--- config.mk ---
export PLATFORM = sky130hd
export DESIGN_NAME = mem_arbiter
export DESIGN_NICKNAME = d
export VERILOG_FILES = /design/src/rtl/mem_arb_pkg.sv /design/src/rtl/rr_pick2.sv /design/src/rtl/mem_arbiter.sv
export SDC_FILE = /design/constraint.sdc
export NUM_CORES = 1
export LEC_CHECK = 0
export CAP_MARGIN = 15
export CORE_MARGIN = 10
export CORE_UTILIZATION = 27
export CTS_BUF_LIST = sky130_fd_sc_hd__clkbuf_4 sky130_fd_sc_hd__clkbuf_8 sky130_fd_sc_hd__clkbuf_16
export CTS_CLUSTER_DIAMETER = 40
export DETAILED_ROUTE_END_ITERATION = 12
export PLACE_DENSITY = 0.81
export SLEW_MARGIN = 20
export SYNTH_ARGS = -nofsm -noshare
export SYNTH_HDL_FRONTEND = slang
export SYNTH_SLANG_ARGS = --single-unit
export TNS_END_PERCENT = 50
--- constraint.sdc ---
create_clock -name clk -period 1.6 [get_ports clk]
set_clock_uncertainty 0.1 [all_clocks]
set_input_delay 0.32 -clock clk [delete_from_list [all_inputs] [get_ports clk]]
set_output_delay 0.32 -clock clk [all_outputs]
set_load 0.02 [all_outputs]
--- src/rtl/mem_arb_pkg.sv ---
// Shared types and defaults for the two-port memory arbiter.
// Imported by mem_arbiter and rr_pick2.
package mem_arb_pkg;

  localparam int DATA_W_DEF = 8;
  localparam int ADDR_W_DEF = 8;
  localparam int CNT_W      = 3;

  typedef enum logic {
    ST_IDLE = 1'b0,
    ST_WAIT = 1'b1
  } state_e;

  typedef enum logic {
    OWN_CPU = 1'b0,
    OWN_IO  = 1'b1
  } owner_e;

endpackage

--- src/rtl/rr_pick2.sv ---
// Two-way round-robin pick: bit0 = CPU, bit1 = IO.
// On a tie the requester that did not win last time is chosen.
module rr_pick2
  import mem_arb_pkg::*;
(
  input  logic [1:0] req_i,
  input  owner_e     last_i,
  output logic [1:0] gnt_o
);

  always_comb begin
    gnt_o = 2'b00;
    unique case (1'b1)
      (req_i == 2'b11):
        gnt_o = (last_i == OWN_CPU) ? 2'b10 : 2'b01;
      (req_i == 2'b01): gnt_o = 2'b01;
      (req_i == 2'b10): gnt_o = 2'b10;
      default:          gnt_o = 2'b00;
    endcase
  end

endmodule

--- src/rtl/mem_arbiter.sv ---
// Arbitrates CPU and IO requesters onto one memory port.
// Writes take one cycle; reads wait MEM_LAT cycles for data.
module mem_arbiter
  import mem_arb_pkg::*;
#(
  parameter int DATA_W  = DATA_W_DEF,
  parameter int ADDR_W  = ADDR_W_DEF,
  parameter int MEM_LAT = 1
) (
  input  logic              clk,
  input  logic              reset,
  input  logic              cpu_req,
  input  logic              io_req,
  input  logic              cpu_we,
  input  logic              io_we,
  input  logic [ADDR_W-1:0] cpu_addr,
  input  logic [ADDR_W-1:0] io_addr,
  input  logic [DATA_W-1:0] cpu_wdata,
  input  logic [DATA_W-1:0] io_wdata,
  output logic              cpu_gnt,
  output logic              io_gnt,
  output logic              cpu_rvalid,
  output logic              io_rvalid,
  output logic [DATA_W-1:0] cpu_rdata,
  output logic [DATA_W-1:0] io_rdata,
  output logic              mem_en,
  output logic              mem_we,
  output logic [ADDR_W-1:0] mem_addr,
  output logic [DATA_W-1:0] mem_wdata,
  input  logic [DATA_W-1:0] mem_rdata,
  output logic              busy
);

  localparam logic [CNT_W-1:0] LAT_LD = CNT_W'(MEM_LAT);
  localparam logic [CNT_W-1:0] ONE    = CNT_W'(1);

  state_e           state_q, state_d;
  logic [CNT_W-1:0] cnt_q, cnt_d;
  owner_e           own_q, own_d;
  owner_e           last_q, last_d;

  logic [1:0] pick;
  logic       win_io;
  logic       win_we;

  rr_pick2 u_pick (
    .req_i  ({io_req, cpu_req}),
    .last_i (last_q),
    .gnt_o  (pick)
  );

  assign win_io = pick[1];
  assign win_we = win_io ? io_we : cpu_we;

  assign cpu_rdata = mem_rdata;
  assign io_rdata  = mem_rdata;

  always_ff @(posedge clk) begin
    if (reset) begin
      state_q <= ST_IDLE;
      cnt_q   <= '0;
      own_q   <= OWN_CPU;
      last_q  <= OWN_IO;
    end else begin
      state_q <= state_d;
      cnt_q   <= cnt_d;
      own_q   <= own_d;
      last_q  <= last_d;
    end
  end

  always_comb begin
    state_d = state_q;
    cnt_d   = cnt_q;
    own_d   = own_q;
    last_d  = last_q;
    unique case (state_q)
      ST_IDLE: begin
        if (|pick) begin
          last_d = win_io ? OWN_IO : OWN_CPU;
          if (!win_we) begin
            state_d = ST_WAIT;
            cnt_d   = LAT_LD;
            own_d   = win_io ? OWN_IO : OWN_CPU;
          end
        end
      end
      ST_WAIT: begin
        cnt_d = cnt_q - ONE;
        if (cnt_q == ONE) state_d = ST_IDLE;
      end
      default: state_d = ST_IDLE;
    endcase
  end

  // Outputs are gated by reset since the state register clears one edge late.
  always_comb begin
    cpu_gnt    = 1'b0;
    io_gnt     = 1'b0;
    cpu_rvalid = 1'b0;
    io_rvalid  = 1'b0;
    mem_en     = 1'b0;
    mem_we     = 1'b0;
    mem_addr   = '0;
    mem_wdata  = '0;
    busy       = 1'b0;
    if (!reset) begin
      unique case (state_q)
        ST_IDLE: begin
          cpu_gnt   = pick[0];
          io_gnt    = pick[1];
          mem_en    = |pick;
          mem_we    = (|pick) & win_we;
          mem_addr  = win_io ? io_addr : cpu_addr;
          mem_wdata = win_io ? io_wdata : cpu_wdata;
        end
        ST_WAIT: begin
          busy = 1'b1;
          if (cnt_q == ONE) begin
            cpu_rvalid = (own_q == OWN_CPU);
            io_rvalid  = (own_q == OWN_IO);
          end
        end
        default: busy = 1'b0;
      endcase
    end
  end

endmodule

==> results of run 1 <==
registers in the layout, summed over array words and instances, names as in the netlist:
signal	count
cnt_q	3
last_q	1
own_q	1
state_q	1
logic make-up (layout without fill, tap and decap cells):
group           count (synthesis)  count (layout)
flops                           6               6
simple gates                   52              52
fa+ha+maj                       2               2
buf+inv                        26              87
compound gates                 30              30
synthesized netlist by cell type:
master | n | share of area, %
a21bo_1 | 1 | 1.4
a21boi_2 | 1 | 1.5
a21oi_1 | 19 | 13
a221o_1 | 1 | 1.4
a2bb2oi_1 | 1 | 1.2
a31oi_1 | 1 | 0.86
and3_1 | 1 | 0.86
buf_2 | 4 | 2.7
buf_4 | 16 | 16
buf_6 | 1 | 1.5
clkbuf_1 | 2 | 1.0
dfxtp_1 | 6 | 16
ha_1 | 2 | 3.4
inv_1 | 3 | 1.5
nand2_1 | 34 | 17
nand2b_1 | 3 | 2.6
nor2_1 | 7 | 3.6
nor2b_1 | 3 | 2.6
nor3_1 | 1 | 0.69
nor4bb_1 | 1 | 1.4
o21a_1 | 1 | 1.0
o22ai_1 | 1 | 0.86
o31a_1 | 1 | 1.2
o31ai_1 | 1 | 1.0
o41ai_1 | 2 | 2.4
or2_2 | 1 | 0.86
or3_1 | 1 | 0.86
repair_timing:
item                       in CTS  in global routing
setup endpoints to repair      28                 23
gates cloned                    2                  0
gates resized for setup       170                 20
setup buffers                   5                  0
pin swaps                       7                  6
per-stage QoR:
stage                     hold slack (ps)  std cells  utilization [%]  setup WS [ps]  total power, µW
after floorplan                       353        116                -           -105              465
after global placement                373        200             57.6           -864              649
after detailed placement              393        200             57.6           -910              665
after CTS                             422        210             66.6           -243              911
after global routing                  385        207             67.2           -230              968
final                                 369        207             67.2           -166              915
critical path: stages, from the launching register on:
cell and delay (ps):
dfxtp_2 340, a21boi_4 150, buf_6 150, buf_12 120, nand2_4 50, a21oi_4 160
buf_6 130
report_power, final:
group / switching (µW) / leakage, µW / total [µW] / internal, µW
combinational: 271 / 0.000649 / 592 / 320
sequential: 14.5 / 0.0000496 / 181 / 167
clock: 57.4 / 0.0000138 / 142 / 85.0
metal layers:
layer	vias to the layer above	routed length (µm)	share of wire, %	global-route usage [%]
li1	492	-	-	-
met1	474	1280	35	12.8
met2	45	1990	55	24.7
met3	6	307	8.4	4.35
met4	0	65	1.8	4.30
met5	-	0	0	0
layout by cell type, fill, tap and decap left out, types with 2 or more instances in the layout:
cell type        synthesis  layout
o41ai_1                  2       2
dfxtp_1                  6       4
inv_1                    3       3
a21oi_4                  0       8
dfxtp_2                  0       2
buf_4                   16      15
buf_6                    1      25
nor2_2                   0       2
buf_12                   0       3
ha_1                     2       2
nand2b_1                 3       3
nand2_4                  0       2
nor2_1                   7       4
nor2b_4                  0       3
nand2_2                  0       9
clkbuf_4                 0       3
a21oi_1                 19       3
clkdlybuf4s50_1          0      34
a21oi_2                  0       8
nand2_1                 34      23
path summary, 6_finish.rpt:
check           start            to  slack, ps
max            last_q  mem_wdata[5]       -170
min            io_req        last_q        370
max reg2reg    last_q      cnt_q[0]        160
min reg2reg  cnt_q[2]      cnt_q[2]        430
layout make-up:
| type | count | area [µm²] |
|---|---|---|
| timing repair buffer | 81 | 841 |
| fill | 201 | 828 |
| multi-input combinational | 84 | 659 |
| sequential | 6 | 123 |
| tap | 30 | 37.5 |
| clock buffer | 3 | 22.5 |
| inverter | 3 | 11.3 |
==> results.json, run 1 <==
{
  "cts_max_path_buffers": 2,
  "max_freq_mhz": 566,
  "r2r_cells": 6,
  "critPathArrivalTime_ps": 1350,
  "status": "complete, but fails checks",
  "startpoint_type": "register",
  "seq_area_frac_synth_pct": 16.5,
  "vias": 1017,
  "synth-compound-area-share_pct": 25.9,
  "synth_warnings": 0,
  "wl_per_cell_um": 17.6,
  "synth_top_family_by_area": "simple AND/OR/NAND/NOR gates",
  "grt_pass1_wl_um": 5510,
  "path_class": "reg -> out",
  "fin_crit_ps": 1770,
  "drt_pass1_iterations": 4,
  "powerDensity_mw_per_mm2": 540,
  "clockRootBuffer": "clkbuf_4",
  "slew_viol_final": 0,
  "gp_congestion": 0.830,
  "rows": 18,
  "relSlewSlack_pct": 73.0,
  "via_per_inst": 4.91,
  "yosys.area_share.simple_pct": 30.9,
  "worstPathRequired_ps": 1180,
  "hp-class": "in -> reg",
  "setup_slack_ps": -166,
  "violations": "setup timing",
  "worstPathMaxFanout": 5,
  "die_x_um": 72.0,
  "io_buffer_count": 60,
  "grt_max_degree": 17,
  "syn_area_um2": 729,
  "core-area_mm2": 0.00252,
  "ys_types": 27,
  "drt-total-wl_um": 3640,
  "drt_iter0_drc": 34,
  "ant_nets": 0,
  "ioPinCount": 85,
  "synthAdderAreaFrac_pct": 3.43,
  "htreeDepth": 1,
  "clkTransAtPathRegs_ps": 40,
  "period_share_pct": 110,
  "initial_utilization_pct": 28.9,
  "synthXorXnorAreaFrac_pct": 0,
  "vdd_drop_max_mv": 0.680,
  "max_cap_violations": 0,
  "p_leak_uw": 0.000712,
  "worstHoldPathCells": 3,
  "synthCells": 116,
  "finalSetupViolations": 22,
  "ys_ff_latch": 6,
  "first_global_vias": 1119,
  "syn2layout_area_growth_pct": 132,
  "layout-drive-gt1-share_pct": 50.3,
  "tightestPinTransition_ps": 405,
  "hold_buffers": 0,
  "die_area_mm2": 0.00518,
  "cts_tree": "yes",
  "endpoint_kind": "primary output",
  "dp_hpwl_um": 2660,
  "clock_latency_ps": 250,
  "n_antenna_cell": 0,
  "rsz0062_at_grt": "yes",
  "synthesis.nets": 164,
  "fp.dieH_um": 72.0,
  "finalInstanceArea_mm2": 0.00169,
  "clock_sinks": 6,
  "grt.overflow.total": 0,
  "tns_ps": -2410,
  "finalNetCount": 227,
  "drc": 0,
  "synth.avg_cell_area_um2": 6.29,
  "placed_cell_area_mm2": 0.00145,
  "grtUsageTotal_pct": 13.0,
  "antenna_found_initial": 0,
  "cts_made_buffers": 3,
  "synthMuxAreaShare_pct": 0,
  "hold_viol": 0
}
Note: power is estimated with default switching activity, not from simulation.
==> run 2, diff against run 1 <==
Settings changed: CORE_MARGIN 10 to 2, GPL_TIMING_DRIVEN set to 0.
==> results.json, run 2 (synthesis gave the netlist of run 1 again) <==
{
  "total_power_uw": 996,
  "wl_per_cell_um": 14.0,
  "post-route-util_pct": 77.0,
  "vdd_drop_max_mv": 0.524,
  "cts_made_buffers": 3,
  "hp-class": "in -> reg",
  "r2r_cells": 6,
  "io_buffer_count": 75,
  "p_clk_share_pct": 14.8,
  "finalInstanceArea_mm2": 0.00194,
  "largest-register": "cnt_q",
  "vias": 1128,
  "worstPathMaxFanout": 10,
  "cts_max_path_buffers": 2,
  "die_area_mm2": 0.00313,
  "drt-total-wl_um": 3280,
  "startpoint_type": "register",
  "cts_tree": "yes",
  "grt_max_degree": 11,
  "grt.overflow.total": 0,
  "fin_crit_ps": 1850,
  "worstSetupStartpoint": "last_q",
  "max_cap_violations": 0,
  "drt_iter0_drc": 28,
  "grt_pass1_wl_um": 5160,
  "r2r-start": "last_q",
  "slew_viol_final": 0,
  "clock_latency_ps": 250,
  "placed_cell_area_mm2": 0.00161,
  "ioPinCount": 85,
  "final_common_cell": "clkdlybuf4s50_1",
  "pwr-share-comb_pct": 66.9,
  "layout-drive-gt1-share_pct": 50.5,
  "core-area_mm2": 0.00252,
  "holdCritStartpoint": "reset",
  "fp.dieH_um": 56.0,
  "ant_nets": 0,
  "setup_slack_ps": -251,
  "tns_ps": -3830,
  "via_per_inst": 4.82,
  "whs_ps": 278,
  "finalNetCount": 254,
  "holdPathEnd": "own_q",
  "p_leak_uw": 0.000843,
  "mostFrequentLayoutCells": "clkdlybuf4s50_1 (50), buf_4 (27), buf_6 (20), nand2_1 (20), nand2_4 (8)",
  "clkTransAtPathRegs_ps": 50,
  "max_freq_mhz": 540,
  "hold_viol": 0,
  "htreeDepth": 1,
  "die_x_um": 56.0,
  "grtUsageTotal_pct": 20.0,
  "largest_reg_flops": 3,
  "tightestPinTransition_ps": 399,
  "drt_pass1_iterations": 4,
  "r2r_slack_ps": 50,
  "r2r_end": "own_q",
  "antenna_found_initial": 0,
  "finalSetupViolations": 22,
  "rsz0062_at_grt": "yes",
  "initial_utilization_pct": 28.9,
  "clockRootBuffer": "clkbuf_4",
  "drc": 0,
  "path_class": "reg -> out",
  "period_share_pct": 116,
  "syn2layout_area_growth_pct": 166,
  "pwr-share-seq_pct": 18.3,
  "n_antenna_cell": 0,
  "powerDensity_mw_per_mm2": 513,
  "worstPathRequired_ps": 1180,
  "violations": "setup timing",
  "swShare_pct": 38.2,
  "net-switching-power_uw": 380,
  "clock_sinks": 6,
  "gp_congestion": 0.745,
  "rows": 18,
  "endpoint_kind": "primary output",
  "dp_hpwl_um": 2210,
  "status": "complete, but fails checks",
  "critPathArrivalTime_ps": 1430,
  "worstHoldPathCells": 2,
  "first_global_vias": 1081,
  "relSlewSlack_pct": 73.4,
  "internal_power_uw": 616
}
## run 2: cell types whose count changed in the layout (fill, tap and decap cells not counted), moves of 5 or more
| cell | previous run | this run |
|---|---|---|
| buf_4 | 15 | 27 |
| buf_6 | 25 | 20 |
| clkdlybuf4s50_1 | 34 | 50 |
| nand2_4 | 2 | 8 |
## run 2: stage by stage
stage	setup WS, ps	std cells
after CTS	-226	233
after detailed placement	-1240	221
after global routing	-307	234
final	-251	234
after floorplan	-105	116
after global placement	-1210	221
## run 2: power groups by stage
stage / clock (µW) / combinational, µW / sequential (µW)
after global placement: 0 / 517 / 181
after floorplan: 0 / 287 / 178
after detailed placement: 0 / 526 / 181
after global routing: 154 / 706 / 184
final: 147 / 667 / 182
after CTS: 147 / 629 / 181
## run 2: timing repair
item,in CTS,in global routing
gates cloned,3,0
pin swaps,12,8
hold buffers,0,0
resized for setup,165,27
setup buffers,6,1
setup endpoints to repair,27,27
## run 2: worst max-delay path by stage
stage                        end  slack, ps  depth (start not counted)
floorplan            mem_addr[7]       -100                          4
global placement     mem_addr[0]      -1210                          6
detailed placement   mem_addr[0]      -1240                          6
CTS                  mem_addr[6]       -230                          7
global route        mem_wdata[1]       -310                          6
finish               mem_addr[5]       -250                          6
## run 2: worst max-delay path: stages, from the launching register on
cell and delay (ps):
dfxtp_4 350, buf_6 120, a21boi_4 140, buf_6 170
nand2_1 110, a21oi_4 160, buf_6 130
## run 2: area by class of cell
class,count,area (µm²)
Tap cell,30,37.5
Sequential cell,6,128
Buffer,23,208
Inverter,3,11.3
Fill cell,168,581
Clock buffer,3,22.5
Timing Repair Buffer,85,862
Multi-Input combinational cell,84,673
## run 2: routing by layer
layer  vias up  global-route usage [%]  part of all wire [%]
met1       512                    23.6                    37
met2        60                    36.6                    53
met4         0                    2.72                   1.8
met5         -                       0                     0
li1        548                       -                     -
met3         8                    5.12                   8.0
